[src/rtl/vector_fetch_unit.sv]
// -----------------------------------------------------------------------------
// vector_fetch_unit
//   Fetches one VEC_LEN-element vector from a synchronous block RAM. A request
//   carries a vector index; the unit issues VEC_LEN reads (one per cycle),
//   tracks each read with a {valid, k} tag through a RD_LAT-deep pipeline, and
//   drops each returned word into element slot k. The full vector is then
//   presented with valid/ready.
//
//   Optional feature macro: FETCH_STRIDE_EN
//     defined   : idx < VEC_LEN selects row idx (contiguous addresses);
//                 idx >= VEC_LEN selects column idx-VEC_LEN (stride VEC_LEN).
//     undefined : every index is a contiguous row; no column logic exists.
//
// Ports
//   clk_i        clock, rising edge
//   rst_ni       asynchronous reset, active low
//   req_valid_i  fetch request present
//   req_ready_o  unit idle and able to accept a request (registered)
//   req_idx_i    vector index, sampled on request handshake
//   mem_en_o     RAM read enable
//   mem_addr_o   RAM read address
//   mem_data_i   RAM read data, RD_LAT cycles after mem_en_o
//   vec_valid_o  vec_data_o holds a complete vector
//   vec_ready_i  consumer accepts vec_data_o
//   vec_data_o   element k at [k*ELEM_W +: ELEM_W]
// -----------------------------------------------------------------------------
module vector_fetch_unit #(
   parameter int VEC_LEN   = 16,
   parameter int ELEM_W    = 32,
   parameter int ADDR_W    = 12,
   parameter int RD_LAT    = 1,
   parameter int BASE_ADDR = 0,
   parameter int IDX_W     = $clog2(2*VEC_LEN)
) (
   input  logic                      clk_i,
   input  logic                      rst_ni,
   input  logic                      req_valid_i,
   output logic                      req_ready_o,
   input  logic [IDX_W-1:0]          req_idx_i,
   output logic                      mem_en_o,
   output logic [ADDR_W-1:0]         mem_addr_o,
   input  logic [ELEM_W-1:0]         mem_data_i,
   output logic                      vec_valid_o,
   input  logic                      vec_ready_i,
   output logic [VEC_LEN*ELEM_W-1:0] vec_data_o
);

   localparam int K_W = $clog2(VEC_LEN);

   localparam logic [1:0] S_IDLE  = 2'd0;
   localparam logic [1:0] S_ISSUE = 2'd1;
   localparam logic [1:0] S_DRAIN = 2'd2;
   localparam logic [1:0] S_HOLD  = 2'd3;

   localparam logic [K_W-1:0]    K_LAST = K_W'(VEC_LEN-1);
   localparam logic [ADDR_W-1:0] BASE   = ADDR_W'(BASE_ADDR);

   logic [1:0]                     state_q, state_d;
   logic                           req_ready_q;
   logic                           mem_en_q, mem_en_d;
   logic [ADDR_W-1:0]              addr_q, addr_d;
   logic [K_W-1:0]                 k_q, k_d;
   logic                           vec_valid_q, vec_valid_d;
   logic [VEC_LEN-1:0][ELEM_W-1:0] vec_q;

   // Return-tag pipeline: stage i holds the tag of the read issued i cycles ago,
   // so stage RD_LAT lines up with the data coming back from the RAM.
   logic [RD_LAT:1]           vld_pipe_q;
   logic [RD_LAT:1][K_W-1:0]  k_pipe_q;
   logic                      ret_vld;
   logic [K_W-1:0]            ret_k;

   assign ret_vld = vld_pipe_q[RD_LAT];
   assign ret_k   = k_pipe_q[RD_LAT];

   // Row start: idx*VEC_LEN is a shift since VEC_LEN is a power of two.
   logic [ADDR_W-1:0] row_start;
   logic [ADDR_W-1:0] addr_step;
   assign row_start = BASE + (ADDR_W'(req_idx_i) << K_W);

`ifdef FETCH_STRIDE_EN
   logic              col_q, col_d;
   logic [ADDR_W-1:0] col_start;
   assign col_start = BASE + ADDR_W'(req_idx_i[K_W-1:0]);
   assign addr_step = col_q ? ADDR_W'(VEC_LEN) : ADDR_W'(1);
`else
   assign addr_step = ADDR_W'(1);
`endif

   always_comb begin
      state_d     = state_q;
      mem_en_d    = mem_en_q;
      addr_d      = addr_q;
      k_d         = k_q;
      vec_valid_d = vec_valid_q;
`ifdef FETCH_STRIDE_EN
      col_d       = col_q;
`endif
      case (state_q)
         S_IDLE: begin
            if (req_valid_i && req_ready_q) begin
               state_d  = S_ISSUE;
               mem_en_d = 1'b1;
               k_d      = '0;
`ifdef FETCH_STRIDE_EN
               col_d    = (req_idx_i >= IDX_W'(VEC_LEN));
               addr_d   = col_d ? col_start : row_start;
`else
               addr_d   = row_start;
`endif
            end
         end
         S_ISSUE: begin
            if (k_q == K_LAST) begin
               state_d  = S_DRAIN;
               mem_en_d = 1'b0;
            end else begin
               k_d    = k_q + K_W'(1);
               addr_d = addr_q + addr_step;
            end
         end
         S_DRAIN: begin
            // Returns arrive in issue order, so the last slot written ends the fetch.
            if (ret_vld && ret_k == K_LAST) begin
               state_d     = S_HOLD;
               vec_valid_d = 1'b1;
            end
         end
         S_HOLD: begin
            if (vec_ready_i) begin
               state_d     = S_IDLE;
               vec_valid_d = 1'b0;
            end
         end
         default: state_d = S_IDLE;
      endcase
   end

   always_ff @(posedge clk_i or negedge rst_ni) begin
      if (!rst_ni) begin
         state_q     <= S_IDLE;
         req_ready_q <= 1'b1;
         mem_en_q    <= 1'b0;
         addr_q      <= '0;
         k_q         <= '0;
         vec_valid_q <= 1'b0;
      end else begin
         state_q     <= state_d;
         req_ready_q <= (state_d == S_IDLE);
         mem_en_q    <= mem_en_d;
         addr_q      <= addr_d;
         k_q         <= k_d;
         vec_valid_q <= vec_valid_d;
      end
   end

`ifdef FETCH_STRIDE_EN
   always_ff @(posedge clk_i or negedge rst_ni) begin
      if (!rst_ni) col_q <= 1'b0;
      else         col_q <= col_d;
   end
`endif

   // Clearing the tags on reset is what makes late RAM data harmless.
   always_ff @(posedge clk_i or negedge rst_ni) begin
      if (!rst_ni) begin
         vld_pipe_q <= '0;
         k_pipe_q   <= '0;
      end else begin
         vld_pipe_q[1] <= mem_en_q;
         k_pipe_q[1]   <= k_q;
         for (int i = 2; i <= RD_LAT; i++) begin
            vld_pipe_q[i] <= vld_pipe_q[i-1];
            k_pipe_q[i]   <= k_pipe_q[i-1];
         end
      end
   end

   always_ff @(posedge clk_i or negedge rst_ni) begin
      if (!rst_ni)      vec_q        <= '0;
      else if (ret_vld) vec_q[ret_k] <= mem_data_i;
   end

   assign req_ready_o = req_ready_q;
   assign mem_en_o    = mem_en_q;
   assign mem_addr_o  = addr_q;
   assign vec_valid_o = vec_valid_q;
   assign vec_data_o  = vec_q;

endmodule

[config.mk]
export PLATFORM = sky130hd
export DESIGN_NAME = vector_fetch_unit
export DESIGN_NICKNAME = d
export VERILOG_FILES = /design/src/rtl/vector_fetch_unit.sv
export SDC_FILE = /design/constraint.sdc
export NUM_CORES = 1
export LEC_CHECK = 0
export CAP_MARGIN = 20
export CORE_ASPECT_RATIO = 0.5
export CORE_MARGIN = 8
export CORE_UTILIZATION = 50
export CTS_BUF_LIST = sky130_fd_sc_hd__clkbuf_2
export DETAILED_ROUTE_END_ITERATION = 7
export PLACE_DENSITY = 0.85
export SLEW_MARGIN = 20
export SYNTH_ARGS = -nofsm -noshare
export SYNTH_HDL_FRONTEND = slang
export SYNTH_SLANG_ARGS = --single-unit
[constraint.sdc]
create_clock -name clk_i -period 2.45 [get_ports clk_i]
set_input_delay 0.735 -clock clk_i [delete_from_list [all_inputs] [get_ports clk_i]]
set_output_delay 0.735 -clock clk_i [all_outputs]
set_load 0.01 [all_outputs]
# Yosys cells after proc, flatten, opt, wreduce, memory -nomap -nowiden

Index checks and enable logic that the tools add are counted.
W data, S select, Z words.

Add/subtract/negate cells: 2
Multiply operators: 0
Div/mod/pow operators: 0
Order comparisons: 2
Eq/ne operators: 10
Shift-type cells: 0
Mux-type cells: 20
Bitwise operators: 0
Reduce and logical (&&, ||, !) cells: 10

Operator list:

| operator                | number |
|---|---|
| $bwmux W512             | 1 |
| $demux W32 S4           | 1 |
| $mux W32                | 1 |
| $mux W12                | 2 |
| $pmux W12 S2            | 1 |
| $add A12 B1 Y12 const B | 1 |
| $ne A2 B2 Y1 const B    | 5 |
| $reduce_and A3 Y1       | 3 |
| $eq A4 B4 Y1 const B    | 2 |
| $mux W2                 | 4 |
| $mux W4                 | 2 |
| $pmux W2 S4             | 1 |
| $pmux W4 S2             | 1 |
| $lt A4 B5 Y1 const B    | 1 |
| $add A4 B1 Y4 const B   | 1 |
| $eq A2 B2 Y1 const B    | 2 |
| $ge A4 B1 Y1 const B    | 1 |
| $logic_not A2 Y1        | 2 |
| $mux W1                 | 4 |
| $pmux W1 S2             | 2 |
| $reduce_bool A2 Y1      | 2 |
| $logic_and A1 B1 Y1     | 3 |
| $eq A2 B1 Y1 const B    | 1 |

Register bits: 538
Bits in latches: 0
Memory bits (writable): 0
ROM bits: 0
Input port bits: 41
Output and inout bits: 527
Word-level logic and storage cells: 68
Memories kept: 0

# Longest topological paths before layout

Gate-level depths: netlist of run 1.

Depth in word-level cells: 5
Gate-level depth with buffers: 7
Gate-level depth less buffers: 5

# Worst setup path after synthesis of run 1

Ideal clock, no wire load.

Path kind: register to register
Start point: register k_q[0]
End point: register addr_q[11], in the netlist mem_addr_o[11]
Arrival: 1.909 ns
Required time: 2.326 ns
Path slack: 0.417 ns
Stages on the path, launching flop included: 7
Buffers on the path: 1
Cells stage by stage: dfrtp_1 > ha_1 > and3_4 > buf_6 > a211o_4 > or4_1 > mux2i_1

Longest elaborated chain between the ends: 3

RTL lines:

| what                               | RTL line | RTL |
|---|---|---|
| start, declared                    | 62       | `logic [K_W-1:0] k_q, k_d;` |
| start signal, assigned             | 152      | `k_q <= k_d;` |
| $eq A4 B4 Y1                       | 114      | `if (k_q == K_LAST) begin` |
| $ne A2 B2 Y1 (no source line)      | n/a      |  |
| $reduce_and A3 Y1 (no source line) | n/a      |  |
| end signal, assigned               | 151      | `addr_q <= addr_d;` |
| end, declared                      | 61       | `logic [ADDR_W-1:0] addr_q, addr_d;` |

No other way between the ends.
A chain may end at the register's enable or synchronous reset.

# Final worst setup path of run 1

Start point: register req_ready_q, in the netlist req_ready_o
End point: output req_ready_o

RTL lines:

| what                   | RTL line | RTL |
|---|---|---|
| start, declared        | 59       | `logic req_ready_q;` |
| start signal, assigned | 149      | `req_ready_q <= (state_d == S_IDLE);` |
| end, declared          | 38       | `output logic req_ready_o,` |

No word-level cell between the ends.

==> results of run 1 <==
-- how the worst min path moves through the flow --
stage | from | endpoint | slack, ns | cells past startpoint
after floorplan | k_q[3]$_DFFE_PN0P_ | k_pipe_q[3]$_DFF_PN0_ | 0.38 | 0
after global placement | k_q[1]$_DFFE_PN0P_ | k_pipe_q[1]$_DFF_PN0_ | 0.42 | 0
after detailed placement | k_q[3]$_DFFE_PN0P_ | k_pipe_q[3]$_DFF_PN0_ | 0.42 | 0
after CTS | rst_ni | vec_data_o[59]$_DFFE_PN0P_ | 0.09 | 2
after global routing | rst_ni | vec_data_o[59]$_DFFE_PN0P_ | 0.09 | 2
final | rst_ni | vec_data_o[120]$_DFFE_PN0P_ | 0.21 | 2
-- logic make-up (layout without fill, tap and decap cells) --
logic type                 Yosys count  count (layout)  share of synthesized area, %
DFF                                538             538                          66.4
muxes                              513             513                          28.5
buffers and inverters               93             960                          1.89
and+or+nand+nor                     73              73                          1.88
AOI/OAI and AO/OA                   37              37                          1.27
adders and majority gates            2               2                         0.123
other                                0               1                             0
-- power groups by stage --
stage                     combinational [W]  clock (W)  sequential (W)
final                               0.00102    0.00577         0.00912
after global routing                0.00109    0.00637         0.00914
after CTS                           0.00100    0.00591         0.00912
after detailed placement            0.00110          0         0.00929
after global placement              0.00107          0         0.00928
after floorplan                    0.000175          0         0.00937
-- state kept, by name, indices dropped and copies added, names as in the netlist, 2 cells and up --
signal	flops
vec_data_o	512
mem_addr_o	12
state_q	2
k_pipe_q	4
k_q	4
-- final cells by class --
| type | count | area [sq um] | share of cell area, % |
|---|---|---|---|
| Sequential cell | 538 | 13500 | 49.8 |
| Multi-Input combinational cell | 625 | 6530 | 24.1 |
| Timing Repair Buffer | 755 | 5280 | 19.5 |
| Clock buffer | 182 | 911 | 3.37 |
| Clock inverter | 20 | 180 | 0.666 |
| Antenna cell | 1 | 2.50 | 0.00925 |
| Inverter | 3 | 11.3 | 0.0416 |
| Tap cell | 540 | 676 | 2.50 |
-- through the flow --
step	total power, W	utilization (%)	setup WS (ns)
floorplan	0.00954	-	0.417
global placement	0.0104	67.5	0.0117
detailed placement	0.0104	67.5	-0.0181
CTS	0.0160	65.9	-0.0942
global route	0.0166	67.3	-0.101
finish	0.0159	67.3	0.0510
-- cells in the final DEF, fill, tap and decap left out, types with 2 or more instances in the layout --
| master | n |
|---|---|
| buf_4 | 178 |
| a22o_1 | 2 |
| mux2_2 | 408 |
| a21oi_1 | 11 |
| and3_1 | 2 |
| nor2_4 | 9 |
| o21ai_1 | 4 |
| nand2b_1 | 5 |
| a31o_2 | 3 |
| and4_1 | 2 |
| dfrtp_1 | 536 |
| inv_2 | 2 |
| nand3_1 | 4 |
| nor2b_1 | 2 |
| buf_2 | 413 |
| buf_6 | 114 |
| nor2_1 | 8 |
| or3_1 | 4 |
| buf_12 | 9 |
| clkdlybuf4s50_1 | 39 |
| or4_1 | 2 |
| and2_1 | 2 |
| o21ai_0 | 4 |
| nand2_1 | 18 |
| nand3b_1 | 3 |
| or3_2 | 2 |
| o22ai_1 | 3 |
| clkbuf_2 | 182 |
| clkinv_1 | 14 |
| bufinv_16 | 4 |
| nand2b_2 | 2 |
| inv_1 | 3 |
| ha_1 | 2 |
| mux2_1 | 104 |
| nor3_1 | 2 |
-- timing repair --
item	4_1_cts	5_1_grt
setup endpoints to repair	527	146
hold buffers	1	0
endpoints found under the hold margin	327	0
buffers inserted	76	23
gates resized for setup	2197	94
-- metal layers --
metal / track usage [%] / wire (um) / vias to the layer above
met3: 4.91 / 2350 / 217
met2: 48.7 / 35400 / 460
met4: 17.8 / 5040 / 0
li1: - / - / 6028
met1: 31.1 / 24500 / 7438
met5: 0 / 0 / -
==> metrics.csv, run 1 <==
metric,value,unit
status,"finished, final reports clean",
Clock Power Share,36.3,%
Reg-to-Reg Start,k_q[0]$_DFFE_PN0P_,
Tmin final,2.40,ns
Die ar.,47700,sq um
wire per inst,25.3,um
PortBufs,567,
synth unique cells,43,
Finished Cell Area,27100,sq um
Mapped Area,20300,sq um
Leakage,14.5,nW
Setup CP Type,flop to primary output,
antenna violations before repair,1,
FP Rows,52,
Initial Util,50.5,%
"Net Count, Synth",1299,
hold slack,0.206,ns
Crit path required time,1.71,ns
layout cell share with drive strength beyond 1,62.9,%
vias per inst,5.31,
core area,40200,sq um
Net Sw Power,0.00412,W
largest net degree at the start of global routing,68,
Clock transition at path regs,0.12,ns
Final #Nets,2081,
ys flop type,dfrtp_1,
Yosys top cell area share,66.2,%
routed via count,14100,
Chip Height,158,um
most frequent cell after synthesis,dfrtp_1,
Skew-Pair Late Insertion Delay,1.05,ns
fin crit share,97.9,%
first-pass GRT wire length,98300,um
Hold Path Class,primary input to asynchronous set/reset pin,
crit path capture type,primary output,
Flop pwr share,57.3,%
switching fraction of total power,25.9,%
DRC errors left,0,
crit path max fanout,2,
Buffers & Inverters on Critical Path,1,
vias in the first global route,15000,
peak per-stage delay on the critical path,0.56,ns
Reg-to-Reg End,mem_addr_o[11]$_DFFE_PN0P_,
mean post-synth cell area,16.2,sq um
gr usage total,27.6,%
Setup crit start,req_ready_o$_DFF_PN1_,
worst vdd ir,0.369,mV
RSZ-0062 raised after global routing,yes,
maxcap violations,0,
cts bufs inserted,115,
CP Cell Sequence,buf_6,
DRT antenna net count,0,
final setup fails,0,
slowest stage cell on the critical path,dfstp_2,
grt total ovfl,0,
"FF+latch count, synth",538,
Synth area leader,dfrtp_1,
routability cong.,0.840,
Fin Setup TNS,0,ns
Final Non-Filler Cells,2664,
CP endpoint,req_ready_o,
Post-synth EDFFs,0,
dpl cell area,27100,sq um
Setup Skew,0.0802,ns
Yosys warning count,0,
HPWL Detailed,47100,um
"Arr. time, crit path",1.66,ns
Rel. slew slack,58.3,%
Logic pwr share,6.4,%
"top cells by area, synth","dfrtp_1 66%, mux2_2 23%, mux2_1 5.8%",
Clock Tree Root,clkbuf_2,
Worst-Margin Slew,0.623,ns
die width,301,um
r2r setup slk,0.36,ns
Pre-antenna DRT Iters,4,
CTS tree,yes,
Pint,0.0118,W
asr flop ratio synth,100,%
Placed Instances,2361,
R2R cell count,5,
area grow syn2layout,33.3,%
Final Hold Vio Count,0,
crit-path leading delay family,flip-flops,
max-slew violation count,0,
Pwr Density,588,nW/um^2
fmax,0.417,GHz
Filler Cells Inserted,2987,
Post-synth top cells,"537 x dfrtp_1, 408 x mux2_2, 104 x mux2_1",
register area share after synthesis,66.4,%
CP Depth,1,
cells after synthesis,1256,
crit start category,flop,
final WL,67300,um
Top Ports,568,
Clock Path Buffers,3,
DRT iter0 DRCs,602,
Max H-tree Level,3,
Clock Sinks,538,
(Power assumes the default switching activity.)
==> run 2, diff against run 1 <==
- CAP_MARGIN: 20 -> not set
==> results of run 2 <==
No change in the layout: final DEF, timing and power equal those of run 1.
==> run 3, diff against run 2 <==
- RECOVER_POWER: not set -> 100
==> run 3 against run 2 <==
Compared with the run above: the run now ends with max-capacitance violations, max-slew violations left; global-route usage unchanged; non-clock buffer count unchanged; critical path depth unchanged; register-to-register slack worse by 0.26 ns; via count about the same; setup slack worse by 0.0057 ns; fmax down 0.24%; die area unchanged; critical path type unchanged; largest cell class unchanged; largest power group unchanged.
==> metrics.csv, run 3 (synthesis results as in run 1) <==
metric,value,unit,change
crit start category,flop,,unchanged
crit path max fanout,2,,unchanged
violated checks,"max-capacitance violations, max-slew violations",,
max-slew violation count,52,,was 0
Skew-Pair Late Insertion Delay,1.05,ns,about the same
Initial Util,50.5,%,unchanged
Setup Skew,0.0821,ns,was 0.0802 ns
core area,40200,sq um,unchanged
Top Ports,568,,unchanged
Chip Height,158,um,unchanged
Final #Nets,2081,,unchanged
status,"finished, violations left",,"was finished, final reports clean"
area of the multi-input gates,6460,sq um,was 6530 sq um
Clock Tree Root,clkbuf_2,,unchanged
routability cong.,0.840,,unchanged
wire per inst,25.2,um,was 25.3 um
layout cell share with drive strength beyond 1,59.5,%,was 62.9%
maxcap violations,1,,was 0
worst vdd ir,0.369,mV,about the same
vias per inst,5.30,,was 5.31
"Arr. time, crit path",1.67,ns,was 1.66 ns
Leakage,14.1,nW,was 14.5 nW
Final Util,66.3,%,was 67.3%
WHS Path Cells,3,,
HPWL Detailed,47100,um,unchanged
Buffers & Inverters on Critical Path,1,,unchanged
CP Depth,1,,unchanged
Hold Path Class,primary input to flop,,was primary input to asynchronous set/reset pin
Rel. slew slack,-3.05,%,was 58.3%
Tmin final,2.40,ns,about the same
routed via count,14100,,about the same
Pwr Density,596,nW/um^2,was 588 nW/um^2
final WL,67200,um,was 67300 um
largest net degree at the start of global routing,68,,unchanged
Largest register FFs,512,,unchanged
DRC errors left,0,,unchanged
Final Hold Vio Count,0,,unchanged
peak per-stage delay on the critical path,0.56,ns,about the same
RSZ-0062 raised after global routing,yes,,unchanged
Die ar.,47700,sq um,unchanged
final setup fails,0,,unchanged
"commonest non-fill, non-tap cell in the layout",dfrtp_1,,unchanged
crit-path leading delay family,flip-flops,,unchanged
crit path capture type,primary output,,unchanged
"commonest cells after routing, fill and taps aside","536 x dfrtp_1, 504 x clkbuf_2, 408 x mux2_2",,"was 536 x dfrtp_1, 413 x buf_2, 408 x mux2_2"
first-pass GRT wire length,98300,um,unchanged
storage element area,13500,sq um,unchanged
R2R cell count,5,,unchanged
Clock Sinks,538,,unchanged
gr usage total,27.6,%,unchanged
Filler Cells Inserted,3078,,was 2987
FP Rows,52,,unchanged
Clock transition at path regs,0.12,ns,about the same
CP Cell Sequence,buf_6,,unchanged
vias in the first global route,15000,,unchanged
DRT antenna net count,0,,unchanged
cts bufs inserted,115,,unchanged
CTS tree,yes,,unchanged
fin crit share,98.2,%,was 97.9%
slowest stage cell on the critical path,dfstp_2,,unchanged
grt total ovfl,0,,unchanged
Setup CP Type,flop to primary output,,unchanged
Overall Power,0.0159,W,about the same
DRT iter0 DRCs,652,,was 602
Pre-antenna DRT Iters,5,,was 4
Clock Path Buffers,3,,unchanged
Crit path required time,1.71,ns,about the same
antenna violations before repair,1,,unchanged
die width,301,um,unchanged
fmax,0.416,GHz,was 0.417 GHz
area grow syn2layout,31.4,%,was 33.3%
Max H-tree Level,3,,unchanged
PortBufs,567,,unchanged
Worst-Margin Slew,1.55,ns,was 0.623 ns
run 3: where the power goes:
part / switching [W] / total, W / internal (W)
combinational: 0.000606 / 0.000990 / 0.000384
clock: 0.00343 / 0.00578 / 0.00235
sequential: 0.0000893 / 0.00913 / 0.00904
total: 0.00412 / 0.0159 / 0.0118
run 3: metal layers:
| layer | global-route usage [%] | up-vias | part of all wire (%) |
|---|---|---|---|
| li1 | - | 6023 | - |
| met1 | 31.1 | 7429 | 36 |
| met2 | 48.7 | 466 | 53 |
| met3 | 4.91 | 213 | 3.6 |
| met4 | 17.8 | 0 | 7.5 |
| met5 | 0 | - | 0 |
run 3: what timing repair did:
action / in CTS / in global routing
hold buffers: 1 / 0
gates resized for setup: 2197 / 94
setup endpoints to repair: 527 / 146
hold endpoints to repair: 327 / 0
setup buffers: 76 / 23
run 3: final cells by class:
class,count,share of cell area (%)
clock buffers,182,3.42
multi-input cells,625,24.2
clock inverters,20,0.676
repair buffers,755,18.6
inverters,3,0.0422
diodes,1,0.00939
flip-flops and latches,538,50.5
well taps,540,2.53
run 3: through the flow:
step / setup TNS (ns) / worst slack, ns / std cells / area [sq um] / hold slack (ns)
floorplan: 0 / 0.417 / 1256 / 20300 / 0.383
global placement: 0 / 0.0117 / 2361 / 27100 / 0.416
detailed placement: -0.0181 / -0.0181 / 2361 / 27100 / 0.422
CTS: -1.12 / -0.0942 / 2640 / 26500 / 0.0870
global route: -4.05 / -0.101 / 2664 / 26700 / 0.196
finish: 0 / 0.0453 / 2664 / 26700 / 0.314
run 3: worst paths after layout:
| check | from | endpoint | slack (ns) |
|---|---|---|---|
| max | req_ready_o$_DFF_PN1_ | req_ready_o | 0.05 |
| min | req_idx_i[2] | mem_addr_o[6]$_DFFE_PN0P_ | 0.31 |
| max reg2reg | k_pipe_q[3]$_DFF_PN0_ | vec_data_o[125]$_DFFE_PN0P_ | 0.10 |
| min reg2reg | k_q[3]$_DFFE_PN0P_ | k_pipe_q[3]$_DFF_PN0_ | 0.45 |
| max in group asynchronous | rst_ni | vec_data_o[244]$_DFFE_PN0P_ | 0.18 |
| min in group asynchronous | rst_ni | vec_data_o[406]$_DFFE_PN0P_ | 0.60 |
run 3: tightest hold or removal path: cells and delay by family:
| family | cells | cell delay, ns |
|---|---|---|
| buffers and inverters | 1 | 0.40 |
| AO/OA/AOI/OAI | 1 | 0.16 |
| AND/OR/NAND/NOR | 1 | 0.05 |
